$ cat config.mk
export PLATFORM = sky130hd
export DESIGN_NAME = keypad_entry
export DESIGN_NICKNAME = d
export VERILOG_FILES = /design/src/rtl/keypad_entry.sv
export SDC_FILE = /design/constraint.sdc
export NUM_CORES = 1
export LEC_CHECK = 0
export ABC_AREA = 0
export CAP_MARGIN = 25
export CORE_MARGIN = 2
export CORE_UTILIZATION = 40
export DETAILED_ROUTE_END_ITERATION = 16
export GPL_TIMING_DRIVEN = 0
export SLEW_MARGIN = 20
export SYNTH_ARGS = -nofsm -noshare
export SYNTH_HDL_FRONTEND = slang
export SYNTH_SLANG_ARGS = --single-unit
$ cat constraint.sdc
create_clock -name clk -period 4.84 [get_ports clk]
set_input_delay 0.484 -clock clk [delete_from_list [all_inputs] [get_ports clk]]
set_output_delay 0.484 -clock clk [all_outputs]
set_load 0.02 [all_outputs]
$ cat src/rtl/keypad_entry.sv
// keypad_entry: decodes 3x4 keypad presses into a decimal entry
// held as BCD and binary, handed downstream over valid/ready.
module keypad_entry #(
   parameter  int DIGITS = 4,
   parameter  int VAL_W  = 14,
   localparam int CNT_W  = $clog2(DIGITS + 1)
) (
   input  logic                  clk,
   input  logic                  rst_n,
   input  logic [3:0]            cursor_x,
   input  logic [3:0]            cursor_y,
   input  logic                  btn_sel,
   output logic [3:0]            hover_key,
   output logic [4*DIGITS-1:0]   bcd_disp,
   output logic [CNT_W-1:0]      digit_cnt,
   output logic                  out_valid,
   output logic [VAL_W-1:0]      out_value,
   input  logic                  out_ready,
   output logic                  err
);

   localparam logic [3:0] KEY_CLR = 4'hA;
   localparam logic [3:0] KEY_ENT = 4'hB;
   localparam logic [3:0] KEY_INV = 4'hF;

   typedef enum logic {
      ST_ENTRY = 1'b0,
      ST_HOLD  = 1'b1
   } state_t;

   state_t              r_state;
   state_t              w_state_nxt;
   logic                r_sel_d;
   logic [VAL_W-1:0]    r_value;
   logic [VAL_W-1:0]    w_value_nxt;
   logic [4*DIGITS-1:0] r_bcd;
   logic [4*DIGITS-1:0] w_bcd_nxt;
   logic [CNT_W-1:0]    r_cnt;
   logic [CNT_W-1:0]    w_cnt_nxt;
   logic [VAL_W-1:0]    r_out_value;
   logic [VAL_W-1:0]    w_out_nxt;
   logic                r_err;
   logic                w_err_nxt;

   logic [3:0]          w_key;
   logic                w_press;
   logic                w_is_digit;
   logic                w_is_clr;
   logic                w_is_ent;
   logic                w_full;
   logic                w_lead_zero;
   logic [VAL_W-1:0]    w_value_acc;

   // Key under the cursor; anything off the 3x4 grid is invalid.
   always_comb begin
      w_key = KEY_INV;
      if (cursor_x < 4'd3 && cursor_y < 4'd4) begin
         unique case (cursor_y[1:0])
            2'd0: w_key = 4'd1 + cursor_x;
            2'd1: w_key = 4'd4 + cursor_x;
            2'd2: w_key = 4'd7 + cursor_x;
            2'd3: begin
               unique case (cursor_x[1:0])
                  2'd0:    w_key = KEY_CLR;
                  2'd1:    w_key = 4'd0;
                  default: w_key = KEY_ENT;
               endcase
            end
         endcase
      end
   end

   assign w_press     = ~btn_sel & r_sel_d;
   assign w_is_digit  = (w_key <= 4'd9);
   assign w_is_clr    = (w_key == KEY_CLR);
   assign w_is_ent    = (w_key == KEY_ENT);
   assign w_full      = (r_cnt == CNT_W'(DIGITS));
   assign w_lead_zero = (w_key == 4'd0) && (r_cnt == '0);

   // Truncating value*10+d to VAL_W bits gives the same result as a
   // wider product; the parameter rule keeps it from overflowing.
   assign w_value_acc = r_value * VAL_W'(10) + VAL_W'(w_key);

   // Next-state and entry-register update for each press / transfer.
   always_comb begin
      w_state_nxt = r_state;
      w_value_nxt = r_value;
      w_bcd_nxt   = r_bcd;
      w_cnt_nxt   = r_cnt;
      w_out_nxt   = r_out_value;
      w_err_nxt   = 1'b0;
      unique case (r_state)
         ST_ENTRY: begin
            if (w_press) begin
               unique case (1'b1)
                  w_is_digit: begin
                     if (w_full) begin
                        w_err_nxt = 1'b1;
                     end else if (!w_lead_zero) begin
                        w_value_nxt = w_value_acc;
                        w_bcd_nxt   = {r_bcd[4*DIGITS-5:0], w_key};
                        w_cnt_nxt   = r_cnt + CNT_W'(1);
                     end
                  end
                  w_is_clr: begin
                     w_value_nxt = '0;
                     w_bcd_nxt   = '0;
                     w_cnt_nxt   = '0;
                  end
                  w_is_ent: begin
                     w_out_nxt   = r_value;
                     w_state_nxt = ST_HOLD;
                  end
                  default: w_err_nxt = 1'b1;
               endcase
            end
         end
         ST_HOLD: begin
            if (w_press) begin
               w_err_nxt = 1'b1;
            end
            if (out_ready) begin
               w_state_nxt = ST_ENTRY;
               w_value_nxt = '0;
               w_bcd_nxt   = '0;
               w_cnt_nxt   = '0;
            end
         end
         default: w_state_nxt = ST_ENTRY;
      endcase
   end

   // State register.
   always_ff @(posedge clk or negedge rst_n) begin
      if (!rst_n) begin
         r_state <= ST_ENTRY;
      end else begin
         r_state <= w_state_nxt;
      end
   end

   // Entry, output and press-edge registers.
   always_ff @(posedge clk or negedge rst_n) begin
      if (!rst_n) begin
         r_sel_d     <= 1'b1;
         r_value     <= '0;
         r_bcd       <= '0;
         r_cnt       <= '0;
         r_out_value <= '0;
         r_err       <= 1'b0;
      end else begin
         r_sel_d     <= btn_sel;
         r_value     <= w_value_nxt;
         r_bcd       <= w_bcd_nxt;
         r_cnt       <= w_cnt_nxt;
         r_out_value <= w_out_nxt;
         r_err       <= w_err_nxt;
      end
   end

   assign hover_key = w_key;
   assign bcd_disp  = r_bcd;
   assign digit_cnt = r_cnt;
   assign out_valid = (r_state == ST_HOLD);
   assign out_value = r_out_value;
   assign err       = r_err;

endmodule

==> qor.yml <==
drt:
  via_per_inst: 5.013
  drc: 0
  wl_per_cell_um: 14.26
  vias: 2331
  wl_um: 6630
  postRouteAntennaNets: 0
  drt_first_pass_iters: 4
  drt_iter0_markers: 152
setup_path:
  slowest_delay_ps: 520
  crit_chain: "clkdlybuf4s50_1 > buf_4 > nand2_1 > xnor2_1 > ha_1 > nor3_1 > a21o_1 > a22oi_1 > o21a_4 > inv_2 > ha_1 > a21o_1 > a21oi_1 > nor2_1 > nand3_1 > or2_2 > nor3b_1 > xnor2_1 > o31ai_1"
  endpoint_kind: "flip-flop"
  crit_type: "primary input to flip-flop"
  cp_data_required_time_ps: 5040
  cpLargestDelayFamily: "simple AND/OR/NAND/NOR gates"
  start_kind: "primary input"
  critPathMaxFanout: 10
  worst-path-buf-inv: 3
  arrival_ps: 4080
  reg2reg_setup_slack_ps: 1630
  cp_slowest_cell: "clkdlybuf4s50_1"
synthesis:
  yosysWarnings: 0
  synth_edf_count: 0
  synthTopCellsByCount: "nand2_1 (58), dfrtp_1 (48), ha_1 (26)"
  syn_area_mm2: 0.003105
  synth_area_per_cell_um2: 10.08
  synth.top_cells.by_area: "dfrtp_1 (39%), ha_1 (10%), nand2_1 (7.0%)"
  synth_flop_cell: "dfrtp_1"
  yosys.area.top_type: "dfrtp_1"
  ys_seq_area_share_pct: 39.52
  muxShareOfSynthArea_pct: 6.164
  synth_top_family_by_area: "compound AO/OA/AOI/OAI gates"
  ys_types: 51
  synthAdderAreaFrac_pct: 11.76
  postSynthCellCount: 308
  yosys.area.top_type_share_pct: 38.68
  synth-xor-area-share_pct: 6.648
  async_reset_ff_share_pct: 100.0
  synth_compound_area_share_pct: 16.76
  yosys.area_share.simple_pct: 13.70
  syn_nets: 348
  ys_ff_latch: 49
  synth.most_common_cell: "nand2_1"
clock_network:
  ctsRootBufferMaster: "clkbuf_8"
  ctsHoldBuffers: 0
  post-cts-setup-buffer-count: 0
  cts_resized: 0
  cts_buffers: 5
  h-tree-depth: 2
  clk_latency_ps: 290
  clkSinkCount: 49
  clkSlewWorstSetupHoldPaths_ps: 90
  clock_path_buffers: 2
  cts_tree: "done"
power_and_ir_drop:
  ir_drop_mv: 0.2339
  cellLeakagePower_nw: 1.805
  pwr_density_cell_mw_per_mm2: 365.7
  finalPower_mw: 1.384
timing:
  rsz0062_at_grt: "false"
  worst_pin_slew_ps: 633.3
  fin_tns_setup_ps: 0
  worst_clock_skew_ps: 12.97
  period_minus_slack_ps: 3883
  drv_slew: 0
  hold_viol: 0
  whs_ps: 199.8
  max_slew_margin_pct: 57.78
  finalCritPeriodShare_pct: 80.23
  setup_viol: 0
  timing.fmax_mhz: 257.5
cells_and_area:
  synthToLayoutAreaGrowth_pct: 21.84
  stdcell_count: 465
  drive_above_1_share_pct: 13.77
  num_antenna_cells: 0
  fin_area_mm2: 0.003784
  fin_nets: 402
global_route:
  grt_pass1_wl_um: 11740
  grt_usage_pct: 16.85
  overflow: 0
  grt_pass1_vias: 2427
  grt_max_degree: 50
  antenna_found_initial: 0
run:
  maxCapViolations: 0
placed_design:
  post-place-cells: 457
  gp_congestion: 0.8335
  port_buffers: 47
  place_area_mm2: 0.003701
  dp_hpwl_um: 4819
floorplan:
  coreArea_mm2: 0.007607
  ios: 51
  die_h_um: 92.11
  start_util_pct: 40.82
  rows: 32
  die_w_um: 92.11
  die_area_mm2: 0.008484
min_path:
  min_path_type: "primary input to async pin"
run_status:
  outcome: "finished, final reports clean"
==> routing by layer <==
layer	GRT usage, %	vias up	share of wire, %	wire, um
met5	0	-	0	0
met4	2.114	0	0	0
met3	2.958	0	3.3	220
met2	26.10	41	44	2926
met1	25.38	1104	53	3483
li1	-	1186	-	-
==> placed cells by master (no fill, tap or decap), drive strengths merged, types with 2 or more instances in the layout <==
| cell | count |
|---|---|
| nand2 | 58 |
| dfrtp | 48 |
| clkdlybuf4s50 | 46 |
| ha | 26 |
| o21ai | 25 |
| buf | 15 |
| inv | 14 |
| mux2 | 14 |
| o31ai | 13 |
| a21oi | 12 |
| xnor2 | 11 |
| xor2 | 10 |
| clkbuf | 8 |
| nor2 | 7 |
| nand3 | 6 |
| nand2b | 5 |
| a21o | 4 |
| and3 | 4 |
| o2111ai | 3 |
| or2 | 3 |
| o211a | 2 |
| and2 | 2 |
| a211o | 2 |
| a31oi | 2 |
| nor3b | 2 |
| fa | 2 |
| clkinv | 2 |
| nor3 | 2 |
==> power breakdown <==
part	switching (mW)	internal (mW)	leakage, nW
Combinational	0.328	0.284	1.10
Clock	0.133	0.101	0.0450
Sequential	0.0704	0.467	0.665
==> registers in the layout (all words and copies together) (netlist names) <==
name	count
r_value	14
r_sel_d	1
digit_cnt	3
bcd_disp	15
out_valid	1
out_value	14
err	1
==> cells by family (layout without fill, tap and decap cells) <==
family	after synthesis	after routing
DFF	49	49
muxes	14	14
buffers and inverters	30	85
and+or+nand+nor	91	91
AOI/OAI and AO/OA	74	74
adders and majority gates	28	28
xor gates and xnor gates	22	22
==> stage by stage <==
| step | setup WS, ps | utilization, % |
|---|---|---|
| floorplan | 1421 | - |
| global placement | 682.9 | 48.68 |
| detailed placement | 650.7 | 48.65 |
| CTS | 953.6 | 49.74 |
| global route | 623.2 | 49.74 |
| finish | 957.0 | 49.74 |
==> path summary, 6_finish.rpt <==
kind | start | to | depth (start not counted)
max | cursor_y[1] | r_value[12] | 19
max reg2reg | r_value[1] | r_value[13] | 11
min in group clk | bcd_disp[15] | bcd_disp[15] | 2
max in group asynchronous | rst_n | out_value[13] | 1
min reg2reg | bcd_disp[15] | bcd_disp[15] | 2
min | rst_n | bcd_disp[9] | 1
==> layout make-up <==
cell class	count	area, um2
well taps	102	127.6
fillers	745	3824
clock buffers	6	72.57
repair buffers	47	467.9
clock inverters	2	10.01
multi-input cells	229	1709
flip-flops and latches	49	1227
plain buffers	16	116.4
inverters	14	52.55
Power figures use the tool's default switching activity.
